===== config.mk =====
export PLATFORM = sky130hd
export DESIGN_NAME = dmem_bus_ctrl
export DESIGN_NICKNAME = d
export VERILOG_FILES = /design/src/rtl/dmem_bus_ctrl.sv
export SDC_FILE = /design/constraint.sdc
export NUM_CORES = 1
export LEC_CHECK = 0
export ABC_AREA = 1
export CAP_MARGIN = 20
export CORE_MARGIN = 10
export CORE_UTILIZATION = 41
export DETAILED_ROUTE_END_ITERATION = 7
export PLACE_DENSITY = 0.74
export SETUP_SLACK_MARGIN = 0.5
export SKIP_CTS_REPAIR_TIMING = 1
export SLEW_MARGIN = 20
export SYNTH_ARGS = -nofsm -noshare
export SYNTH_HDL_FRONTEND = slang
export SYNTH_SLANG_ARGS = --single-unit
export TNS_END_PERCENT = 1

===== constraint.sdc =====
create_clock -name clk -period 2.5 [get_ports clk]
set_clock_uncertainty 0.05 [all_clocks]
set_input_delay 0.75 -clock clk [delete_from_list [all_inputs] [get_ports clk]]
set_output_delay 0.75 -clock clk [all_outputs]
set_load 0.01 [all_outputs]

===== src/rtl/dmem_bus_ctrl.sv =====
// Data-memory bus controller: turns MEM-stage load/store strobes into a valid/ack
// bus transaction, returns registered load data and generates the pipeline stall.
module dmem_bus_ctrl #(
  parameter int unsigned TIMEOUT_CYCLES = 255
) (
  input  logic        clk,
  input  logic        rst,
  input  logic        mem_read,
  input  logic        mem_write,
  input  logic [31:0] addr,
  input  logic [31:0] wdata,
  input  logic [3:0]  wmask,
  output logic [31:0] rdata,
  output logic        stall,
  output logic        bus_req,
  output logic        bus_we,
  output logic [31:0] bus_addr,
  output logic [31:0] bus_wdata,
  output logic [3:0]  bus_wstrb,
  input  logic        bus_ack,
  input  logic [31:0] bus_rdata,
  output logic        bus_err,
  output logic [31:0] stall_cnt
);

  typedef enum logic [1:0] {
    IDLE,
    REQ,
    DONE
  } state_e;

  localparam logic [15:0] TMO_LAST = 16'(TIMEOUT_CYCLES - 1);

  state_e      state_q, state_d;
  logic [15:0] tmo_q, tmo_d;
  logic [31:0] rdata_q, rdata_d;
  logic        we_q, we_d;
  logic [31:0] baddr_q, baddr_d;
  logic [31:0] bwdata_q, bwdata_d;
  logic [3:0]  bwstrb_q, bwstrb_d;
  logic        err_q, err_d;
  logic [31:0] stall_cnt_q, stall_cnt_d;
  logic        access;

  assign access = mem_read | mem_write;

  // The DONE cycle is the single cycle in which MEM/WB is allowed to capture the result.
  assign stall = access & (state_q != DONE);

  always_comb begin
    // NOTE: every next-state signal gets a hold default first so no path leaves it unassigned (no latch).
    state_d     = state_q;
    tmo_d       = tmo_q;
    rdata_d     = rdata_q;
    we_d        = we_q;
    baddr_d     = baddr_q;
    bwdata_d    = bwdata_q;
    bwstrb_d    = bwstrb_q;
    err_d       = err_q;
    stall_cnt_d = stall_cnt_q + {31'd0, stall};

    unique case (state_q)
      IDLE: begin
        tmo_d = '0;
        if (access) begin
          state_d  = REQ;
          we_d     = mem_write;
          baddr_d  = addr & 32'hFFFF_FFFC;
          bwdata_d = wdata;
          bwstrb_d = mem_write ? wmask : 4'b0000;
        end
      end
      REQ: begin
        if (bus_ack) begin
          state_d = DONE;
          if (!we_q) rdata_d = bus_rdata;
        end else if (tmo_q == TMO_LAST) begin
          // Abort: loads return zero so the pipeline never consumes stale data.
          state_d = DONE;
          err_d   = 1'b1;
          if (!we_q) rdata_d = 32'h0000_0000;
        end else begin
          tmo_d = tmo_q + 16'd1;
        end
      end
      DONE:    state_d = IDLE;
      default: state_d = IDLE;
    endcase
  end

  always_ff @(posedge clk) begin
    // NOTE: state uses non-blocking assignments so every register samples pre-edge values.
    if (rst) begin
      state_q     <= IDLE;
      tmo_q       <= '0;
      rdata_q     <= '0;
      we_q        <= 1'b0;
      baddr_q     <= '0;
      bwdata_q    <= '0;
      bwstrb_q    <= '0;
      err_q       <= 1'b0;
      stall_cnt_q <= '0;
    end else begin
      state_q     <= state_d;
      tmo_q       <= tmo_d;
      rdata_q     <= rdata_d;
      we_q        <= we_d;
      baddr_q     <= baddr_d;
      bwdata_q    <= bwdata_d;
      bwstrb_q    <= bwstrb_d;
      err_q       <= err_d;
      stall_cnt_q <= stall_cnt_d;
    end
  end

  assign bus_req   = (state_q == REQ);
  assign bus_we    = we_q;
  assign bus_addr  = baddr_q;
  assign bus_wdata = bwdata_q;
  assign bus_wstrb = bwstrb_q;
  assign rdata     = rdata_q;
  assign bus_err   = err_q;
  assign stall_cnt = stall_cnt_q;

endmodule

==> metrics.txt, run 1 <==
status=finished, final reports clean; register bit total from synthesis=150; drt first pass iters=5; LEAKAGE=0.00411 µW; DRC violations left=0; CP Capture Type=output port; max_cap viols=0; Row Count=46; setup violators final=0; CTS Sinks=150; synth-to-layout area growth=50.8%; Core Area=0.0159 mm²; CP Data Arrival Time=1.46 ns; critical-path maximum fanout=5; DRT iter0 DRCs=422; initial antenna violation count=1; Startpoint Class=flip-flop; WP buf/inv=1; Slew Limit Fails=0; DR WL/cell=14.9 µm; Final Cycle Share=90.4%; setup TNS=0 ns; H-tree levels=4; Worst Setup SP=stall_cnt[29]; CP Class=reg2out; Post-Route WL=21,600 µm; Synth Warn #=0; Final Hold Fails=0; Cell Pwr Density=641 mW/mm²; Seq/Total Area, Yosys=45.2%; deepest clock path buffer count=2; Critical Path Max Stage Delay=0.60 ns; worst r2r src=state_q[0]; total CTS buffers=17; Clk Latency, worst-skew pair=0.42 ns; asr flop ratio synth=0%; Synth Flop Type=dfxtp_1; Die Area=0.0217 mm²; initial core utilization=41.9%; GPL Wtd Cong=0.928; PortBufs=236; final-layout fill cell count=1,437; number of global-route vias before repair=6,614; number of synthesized flops with an enable pin=0; Final Non-Filler Cells=1,448; min-delay src=bus_wstrb[3]; Cell variety after synth=32; Worst path top cell family by delay=buffers and inverters; Detail Placement HPWL=16,100 µm; CP max-delay cell=clkdlybuf4s50_1; pin count of the biggest net entering global routing=62; Die Y=147 µm; top post-synthesis cells by area=dfxtp_1 45%, nor2_1 14%, nand2_1 11%; Hold Path Class=reg2reg; grt ovf=0; routed via count=6,805; layout cells sized above 1=7.79%; Cells after Synth=982; cell count after placement=1,415; # diodes=0; Post-DRT Antenna Nets=0; total track usage=19.4%; CTS Root Cell=clkbuf_16; syn_area_per_cell=6.77 µm²; minimum clock period=2.26 ns; CTS tree=done; Max Fclk=443 MHz; first-pass GRT wire length=34,300 µm; vias per inst=4.70; CTS clk-pin slew, worst paths=0.06 ns; area leader, netlist=dfxtp_1; Syn Std Cell Area=0.00665 mm²; nets=1,329; unrepaired setup endpoints after global routing=yes; Die W=147 µm; crit-path cells=clkdlybuf4s50_1; maximum VDD drop=0.468 mV; share of Yosys cell area claimed by the top area cell type=45.2%; Crit path required time=1.70 ns; # IOs=241
## layout make-up
type	instances	area (µm²)	area share, %
repair buffers	263	2640	26.4
clock buffers	20	447	4.45
clock inverters	12	153	1.52
inverters	102	385	3.84
flip-flops and latches	150	3010	30.0
multi-input cells	685	3120	31.1
well taps	216	270	2.69
## power breakdown
group / leakage [µW] / switching [µW] / total, µW / internal, µW
clock: 0.000294 / 1020 / 2620 / 1600
combinational: 0.00258 / 559 / 1160 / 598
sequential: 0.00123 / 95.0 / 2660 / 2560
total: 0.00411 / 1670 / 6430 / 4760
## worst register-to-register path: stages (launching register included)
cell     delay, ns
dfxtp_1       0.40
inv_2         0.08
a21oi_4       0.22
ha_4          0.18
ha_4          0.14
nand2_4       0.06
nor2_4        0.14
inv_2         0.06
nor2_4        0.19
nand2_2       0.10
nor2_2        0.12
xnor2_1       0.12
nor2_1        0.05
## placed cells by master, fill, tap and decap left out, drive strengths merged, types with 4 or more instances in the layout
master and instances:
clkbuf 21, nand2 203, clkdlybuf4s50 231, nand3 31
xor2 7, o21ai 75, dfxtp 150, nand4 9
buf 28, o21bai 4, nand3b 6, o21a 5
clkinv 7, inv 103, nor2 257, ha 5
a21oi 61, nor3 13
## metrics by stage
| step | total power, µW | setup WS, ns | area (µm²) | hold slack [ns] | utilization (%) |
|---|---|---|---|---|---|
| after floorplan | 3210 | 0.309 | 6710 | 0.406 | - |
| after global placement | 3850 | -0.403 | 9390 | 0.399 | 59.1 |
| after detailed placement | 3870 | -0.406 | 9390 | 0.407 | 59.1 |
| after CTS | 6490 | -0.403 | 9990 | 0.418 | 62.9 |
| after global routing | 6720 | 0.227 | 10000 | 0.429 | 63.1 |
| final | 6430 | 0.241 | 10000 | 0.414 | 63.1 |
## kinds of logic after synthesis
| group | Yosys count | synth area share (%) |
|---|---|---|
| and+or+nand+nor | 522 | 32.1 |
| DFF | 150 | 45.2 |
| buffers and inverters | 148 | 9.13 |
| AOI/OAI and AO/OA | 147 | 11.4 |
| xor gates and xnor gates | 9 | 1.19 |
| adders and majority gates | 5 | 0.941 |
| other | 1 | 0.0564 |
## flip-flops by register name, summed over array words and instances (netlist names)
name / count
rdata: 32
state_q: 2
tmo_q: 16
bus_addr: 30
bus_wstrb: 4
bus_wdata: 32
bus_we: 1
bus_err: 1
stall_cnt: 32
## cells in the mapped netlist (all sizes together) (5+ instances only)
cell      n
o21ai    75
xor2      7
ha        5
nand3    31
buf      18
a21oi    61
nand3b    6
nand2   203
clkbuf   28
o21a      5
nand4     9
dfxtp   150
nor3     13
inv     102
nor2    257
## path summary, 6_finish.rpt
kind                   end  slack (ns)  cells after the start
max          stall_cnt[29]        0.24                      1
min           bus_wstrb[3]        0.41                      2
max reg2reg  stall_cnt[18]        0.49                     12
min reg2reg   bus_wstrb[3]        0.41                      2
## per-layer routing
metal  up-vias  wire length (µm)  global-route usage [%]
met5         -                13                       0
met4         2               448                    7.04
met3        36              2360                    10.1
met2       217             10200                    32.2
met1      3026              8580                    20.6
li1       3524                 -                       -
No activity file was read; power rests on OpenSTA's default activity.
==> run 2, diff against run 1 <==
ABC_CLOCK_PERIOD_IN_PS = 2500   (was not set)
MAX_ROUTING_LAYER = met4   (was not set)
TNS_END_PERCENT = 20   (was 1)
==> metrics.txt, run 2 (synthesis gave the netlist of run 1 again) <==
status=finished, final reports clean; pin count of the biggest net entering global routing=62; commonest non-fill, non-tap cell in the layout=nor2_1; vias per inst=4.77; CP Class=reg2out; routed via count=6,896; grt ovf=0; number of global-route vias before repair=6,687; # diodes=0; worst rel slew slack=60.3%; Post-DRT Antenna Nets=0; WP buf/inv=1; drt first pass iters=5; Core Area=0.0159 mm²; Die W=147 µm; FF-to-FF setup slack=0.57 ns; Reg area=0.00303 mm²; layout cells sized above 1=8.61%; CTS Root Cell=clkbuf_16; LEAKAGE=0.00455 µW; Hold Path Class=reg2reg; combinational power share=17.1%; post-route cell area=0.0101 mm²; CTS tree=done; P_int=4880 µW; DRC violations left=0; crit-path cells=clkdlybuf4s50_1; synth-to-layout area growth=52.0%; initial antenna violation count=0; PortBufs=236; sequential group share of total power=40.3%; Detail Placement HPWL=15,900 µm; Post-DP Area=0.00932 mm²; setup TNS=0 ns; H-tree levels=4; final-layout fill cell count=1,399; DR WL/cell=15.1 µm; Crit path required time=1.70 ns; clock power share=42.6%; initial core utilization=41.9%; CTS clk-pin slew, worst paths=0.06 ns; CP max-delay cell=clkdlybuf4s50_1; Clk Latency, worst-skew pair=0.43 ns; critical-path maximum fanout=3; P_sw=1720 µW; first-pass GRT wire length=34,400 µm; maximum VDD drop=0.527 mV; setup violators final=0; total CTS buffers=17; worst slew pin tran=0.594 ns; # IOs=241; max_cap viols=0; DRT iter0 DRCs=457; total track usage=20.1%; CP Data Arrival Time=1.37 ns; Overall Power=6600 µW; switching share of power=26.0%; minimum clock period=2.17 ns; unrepaired setup endpoints after global routing=yes; Die Y=147 µm; Max Fclk=460 MHz; CTS Sinks=150; Die Area=0.0217 mm²; Multi-input gate area=0.00314 mm²; CP Capture Type=output port; Post-Route WL=21,900 µm; Final Cycle Share=87.0%; Startpoint Class=flip-flop; Slew Limit Fails=0; Cell Pwr Density=652 mW/mm²; GPL Wtd Cong=0.906; commonest non-fill, non-tap cells in the layout=250 x nor2_1, 205 x clkdlybuf4s50_1, 198 x nand2_1, 134 x dfxtp_1, 93 x inv_1; fin util=63.6%; nets=1,328; Critical Path Max Stage Delay=0.57 ns; deepest clock path buffer count=2; Worst path top cell family by delay=buffers and inverters; Row Count=46; Final Hold Fails=0
==> run 2: power groups by stage <==
stage | clock [µW] | sequential, µW | combinational [µW]
after floorplan | 0 | 2770 | 438
after global placement | 0 | 2700 | 1130
after detailed placement | 0 | 2700 | 1130
after CTS | 2860 | 2660 | 1140
after global routing | 2970 | 2680 | 1250
final | 2810 | 2660 | 1130
==> run 2: worst paths after layout <==
path,start,end,cells past startpoint
min reg2reg,bus_err,bus_err,1
max,stall_cnt[21],stall_cnt[21],1
max reg2reg,state_q[0],stall_cnt[14],12
min,bus_err,bus_err,1
==> run 2: through the flow <==
stage               std cells  hold WS, ns  setup WS [ns]
floorplan                 983        0.406          0.309
global placement         1413        0.399         -0.424
detailed placement       1413        0.410         -0.440
CTS                      1445        0.425         -0.440
global route             1447        0.447          0.277
finish                   1447        0.415          0.326
==> run 2: per-layer routing <==
layer	wire, µm	up-vias	track usage [%]
met2	10500	240	32.7
met4	337	0	5.05
met1	9000	3105	22.1
li1	-	3530	-
met5	0	-	-
met3	2080	21	9.12
==> run 2: layout make-up <==
type                            instances  area share, %
Timing Repair Buffer                  262           26.2
Inverter                              102           3.79
Clock inverter                         12           1.89
Clock buffer                           20           4.52
Multi-Input combinational cell        685           31.0
Sequential cell                       150           30.0
Tap cell                              216           2.67
